==> src/rtl/pic_int_sequencer.sv <==
// Interrupt sequencing core of an 8259A-style PIC. It latches IR requests,
// resolves rotating fully-nested priority against the ISR, and runs the INTA handshake.
module pic_int_sequencer #(
    parameter bit         LEVEL_TRIG = 1'b0,
    parameter logic [4:0] VEC_BASE   = 5'b00001
) (
    input  logic       clk,
    input  logic       reset_n,
    input  logic [7:0] ir,
    input  logic [7:0] imr,
    input  logic       inta_n,
    input  logic       eoi,
    input  logic       seoi,
    input  logic [2:0] seoi_lvl,
    input  logic       rot_eoi,
    output logic       int_out,
    output logic [7:0] vector,
    output logic       vector_valid,
    output logic [7:0] irr,
    output logic [7:0] isr
);

    typedef enum logic [1:0] {IDLE, PEND, ACK1, ACK2} state_t;

    state_t     state, state_nxt;
    logic [7:0] ir_d;
    logic       inta_d, ack1_seen, spurious;
    logic [2:0] lowest_prio, level;
    logic       int_nxt, vv_nxt, freeze;
    logic [7:0] vector_nxt;
    logic [3:0] req_hi, isr_hi;
    logic       cand;
    logic [2:0] cand_lvl;
    logic       inta_fall, inta_rise;
    logic [7:0] ack_clr, eoi_clr, irr_nxt, isr_nxt;

    // {found, level} of the highest-priority set bit; scan order starts at lp+1 and wraps
    function automatic logic [3:0] pick_hi(input logic [7:0] v, input logic [2:0] lp);
        logic [3:0] r;
        logic [2:0] l;
        r = 4'b0;
        for (int k = 7; k >= 0; k--) begin
            l = lp + 3'd1 + 3'(k);
            if (v[l]) r = {1'b1, l};
        end
        return r;
    endfunction

    function automatic logic [2:0] rank(input logic [2:0] l, input logic [2:0] lp);
        return l - lp - 3'd1;
    endfunction

    always_comb begin
        req_hi   = pick_hi(irr & ~imr, lowest_prio);
        isr_hi   = pick_hi(isr, lowest_prio);
        cand_lvl = req_hi[2:0];
        cand     = req_hi[3] && (!isr_hi[3] ||
                   (rank(req_hi[2:0], lowest_prio) < rank(isr_hi[2:0], lowest_prio)));
    end

    assign inta_fall = inta_d & ~inta_n;
    assign inta_rise = ~inta_d & inta_n;

    always_comb begin
        state_nxt  = state;
        int_nxt    = int_out;
        vv_nxt     = vector_valid;
        vector_nxt = vector;
        freeze     = 1'b0;
        case (state)
            IDLE: begin
                if (cand) begin
                    state_nxt = PEND;
                    int_nxt   = 1'b1;
                end
            end
            // An INTA edge commits the handshake even if the request vanished meanwhile
            PEND: begin
                if (inta_fall) begin
                    state_nxt = ACK1;
                    int_nxt   = 1'b0;
                end else if (!cand) begin
                    state_nxt = IDLE;
                    int_nxt   = 1'b0;
                end
            end
            ACK1: begin
                if (!ack1_seen) begin
                    freeze = 1'b1;
                end else if (inta_fall) begin
                    state_nxt  = ACK2;
                    vv_nxt     = 1'b1;
                    vector_nxt = {VEC_BASE, spurious ? 3'd7 : level};
                end
            end
            ACK2: begin
                if (inta_rise) begin
                    state_nxt = IDLE;
                    vv_nxt    = 1'b0;
                end
            end
            default: state_nxt = IDLE;
        endcase
    end

    // Acknowledge set is OR-ed last so it wins over a same-cycle EOI of that bit
    always_comb begin
        ack_clr = 8'h00;
        if (freeze && cand) ack_clr[cand_lvl] = 1'b1;
        if (LEVEL_TRIG) irr_nxt = ir & ~ack_clr;
        else            irr_nxt = (irr & ~ack_clr) | (ir & ~ir_d);
        eoi_clr = 8'h00;
        if (seoi)                   eoi_clr[seoi_lvl]    = 1'b1;
        else if (eoi && isr_hi[3])  eoi_clr[isr_hi[2:0]] = 1'b1;
        isr_nxt = (isr & ~eoi_clr) | ack_clr;
    end

    always_ff @(posedge clk or negedge reset_n) begin
        if (!reset_n) begin
            state        <= IDLE;
            irr          <= 8'h00;
            isr          <= 8'h00;
            ir_d         <= 8'h00;
            inta_d       <= 1'b1;
            ack1_seen    <= 1'b0;
            spurious     <= 1'b0;
            lowest_prio  <= 3'd7;
            level        <= 3'd0;
            int_out      <= 1'b0;
            vector       <= 8'h00;
            vector_valid <= 1'b0;
        end else begin
            state        <= state_nxt;
            irr          <= irr_nxt;
            isr          <= isr_nxt;
            ir_d         <= ir;
            inta_d       <= inta_n;
            ack1_seen    <= (state == ACK1);
            int_out      <= int_nxt;
            vector       <= vector_nxt;
            vector_valid <= vv_nxt;
            if (freeze) begin
                level    <= cand ? cand_lvl : 3'd7;
                spurious <= !cand;
            end
            if (!seoi && eoi && rot_eoi && isr_hi[3]) lowest_prio <= isr_hi[2:0];
        end
    end

endmodule
==> config.mk <==
export PLATFORM = sky130hd
export DESIGN_NAME = pic_int_sequencer
export DESIGN_NICKNAME = d
export VERILOG_FILES = /design/src/rtl/pic_int_sequencer.sv
export SDC_FILE = /design/constraint.sdc
export NUM_CORES = 1
export LEC_CHECK = 0
export ABC_AREA = 1
export BUFFER_PORTS_ARGS = -buffer_cell sky130_fd_sc_hd__buf_2
export CAP_MARGIN = 10
export CORE_ASPECT_RATIO = 1.75
export CORE_MARGIN = 2
export CORE_UTILIZATION = 60
export DETAILED_ROUTE_END_ITERATION = 6
export PLACE_DENSITY = 0.95
export SLEW_MARGIN = 15
export SYNTH_ARGS = -nofsm -noshare
export SYNTH_HDL_FRONTEND = slang
export SYNTH_SLANG_ARGS = --single-unit
==> constraint.sdc <==
create_clock -name clk -period 8.27 [get_ports clk]
set_input_delay 0.827 -clock clk [delete_from_list [all_inputs] [get_ports clk]]
set_output_delay 0.827 -clock clk [all_outputs]
set_load 0.02 [all_outputs]
==> impl_metrics.env <==
export IMPL_status="finished, final reports clean"
export IMPL_r2r_cells=30
export IMPL_drc=0
export IMPL_antenna_found_initial=0
export IMPL_max_slew_margin=0.412
export IMPL_final_cell_mix="nand2_1 (166), nand3_1 (82), inv_1 (69), buf_2 (46), dfrtp_1 (37)"
export IMPL_finalInstanceArea_sq_um=3610
export IMPL_root_buffer="clkbuf_8"
export IMPL_worstPathMaxFanout=27
export IMPL_pin_count=51
export IMPL_clock_latency_ns=0.31
export IMPL_via_per_inst=5.67
export IMPL_fin_skew_ns=0.0157
export IMPL_synth_cells=510
export IMPL_synth_edf_count=0
export IMPL_postCtsHoldBufs=0
export IMPL_worstMarginPinSlew_ns=0.881
export IMPL_path_buf_inv=3
export IMPL_fmax_mhz=180
export IMPL_cts_buffers=5
export IMPL_layout_commonest_cell="nand2_1"
export IMPL_rsz0062_at_grt="no"
export IMPL_clk_transition_reported_paths_ns=0.09
export IMPL_worstHoldPathType="flop to flop"
export IMPL_endpoint_kind="flop"
export IMPL_crit_path_max_incr_delay_ns=0.88
export IMPL_vias=3560
export IMPL_ys_top_cells_by_area="dfrtp_1 (28%), nand2_1 (19%), nand3_1 (12%), inv_1 (7.8%), dfstp_2 (3.2%)"
export IMPL_crit_required_ns=8.46
export IMPL_cp_start_kind="flop"
export IMPL_rows=35
export IMPL_synthFlopType="dfrtp_1"
export IMPL_die_height_microns=102
export IMPL_clockBufferDepth=2
export IMPL_cts_tree="built"
export IMPL_first_pass_iters=6
export IMPL_drv_cap=0
export IMPL_cts_resized=0
export IMPL_tns_ns=0
export IMPL_clock_sinks=41
export IMPL_crit_cells=30
export IMPL_drt_iter0_markers=264
export IMPL_period_share=0.673
export IMPL_post_drt_wl_per_cell_microns=15.1
export IMPL_yosys_area_top_type="dfrtp_1"
export IMPL_drv_slew=0
export IMPL_setup_viol=0
export IMPL_yosysWarnings=0
export IMPL_hpwl_mm=7.46
export IMPL_num_antenna_cells=0
export IMPL_drive_above_1_share=0.164
export IMPL_htree_levels=2
export IMPL_yosysTopAreaCellShare=0.279
export IMPL_nNetsFinal=586
export IMPL_ys_seq_area_frac=0.310
export IMPL_area_growth_pct=8.78
export IMPL_crit_arrival_ns=5.75
export IMPL_synth_area_sq_um=3320
export IMPL_holdPathStages=3
export IMPL_ys_types=36
export IMPL_dpl_cell_area_sq_um=3530
export IMPL_grt_max_degree=42
export IMPL_initial_core_util=0.627
export IMPL_hold_viol_final=0
export IMPL_syn_area_per_cell_sq_um=6.51
export IMPL_slowest_stage="dfstp_2"
export IMPL_numPortBuffers=46
export IMPL_grt_usage=0.342
export IMPL_first_global_vias=3453
export IMPL_drt_wl_total_mm=9.46
export IMPL_ant_nets=0
export IMPL_post_cts_repair_setup_buffers=0
export IMPL_instances_no_fill=628
export IMPL_synthArstFlopShare=1.00
export IMPL_path_delay_family="simple AND/OR/NAND/NOR gates"
export IMPL_place_gp_congestion=0.960
export IMPL_coreArea_sq_um=5300
export IMPL_fillers=473
export IMPL_die_area_sq_um=6170
export IMPL_grt_pass1_wl_mm=15.8
export IMPL_die_x_microns=60.2
export IMPL_cpMostUsedCell="nand2_1"
export IMPL_min_period_ns=5.56
export IMPL_path_class="flop to flop"
export IMPL_grt_overflow=0
export IMPL_synth_seq_cells=41
export IMPL_dp_cells=620
[sequential cells by signal, indices dropped and copies added (netlist names), named ones only]
signal        flops
vector_valid      1
lowest_prio       3
isr               8
ack1_seen         1
spurious          1
int_out           1
state             1
irr               8
inta_d            1
vector            4
level             3
ir_d              8
[through the flow]
step | hold WS (ns) | utilization | worst slack (ns)
6_report | 0.471 | 0.682 | 2.71
5_1_grt | 0.490 | 0.682 | 2.27
4_1_cts | 0.472 | 0.682 | 2.76
3_5_place_dp | 0.450 | 0.666 | 2.80
3_3_place_gp | 0.443 | 0.666 | 2.98
2_1_floorplan | 0.455 | - | 3.91
[logic make-up after synthesis]
kind of cell	Yosys count	share of synthesized area
buf+inv	88	0.125
xor+xnor	4	0.0105
flops	41	0.310
other cells	1	0.00113
fa+ha+maj	8	0.0347
compound gates	63	0.108
simple gates	305	0.410
[worst min-delay path, stage by stage, from the launching register on]
cell and delay (ns):
dfrtp_1 0.32, inv_1 0.04, nand2_1 0.05, nand2_1 0.05
[area by class of cell]
cell class / instances / area (sq um) / share of cell area
Clock inverter: 2 / 10.0 / 0.00277
Tap cell: 74 / 92.6 / 0.0256
Multi-Input combinational cell: 384 / 1890 / 0.522
Inverter: 75 / 289 / 0.0800
Sequential cell: 41 / 1030 / 0.285
Timing Repair Buffer: 46 / 230 / 0.0637
Clock buffer: 6 / 72.6 / 0.0201
[layer usage]
metal / global-route usage / up-vias / part of all wire
li1: - / 1703 / -
met1: 0.377 / 1624 / 0.35
met2: 0.604 / 171 / 0.53
met3: 0.0304 / 62 / 0.052
met4: 0.221 / 0 / 0.069
met5: 0 / - / 0
[cells in the mapped netlist (all sizes together), types with 6 or more instances]
cell / instances
a21oi: 18
buf: 13
dfrtp: 37
ha: 6
inv: 75
nand2: 183
nand3: 84
nor2: 31
o21ai: 32
o21bai: 6
[final timing paths]
| check | to | from | slack (ns) |
|---|---|---|---|
| worst max-delay path | irr[1] | lowest_prio[0] | 2.71 |
| min in group asynchronous | ir_d[3] | reset_n | 0.63 |
| worst min register to register | irr[7] | ir_d[7] | 0.47 |
| worst max register to register | irr[1] | lowest_prio[0] | 2.71 |
| worst min-delay path | irr[7] | ir_d[7] | 0.47 |
| max in group asynchronous | irr[0] | reset_n | 7.07 |
Power is not shown: default switching activity piles up to over one toggle a cycle in this logic, so the estimate is an artifact.
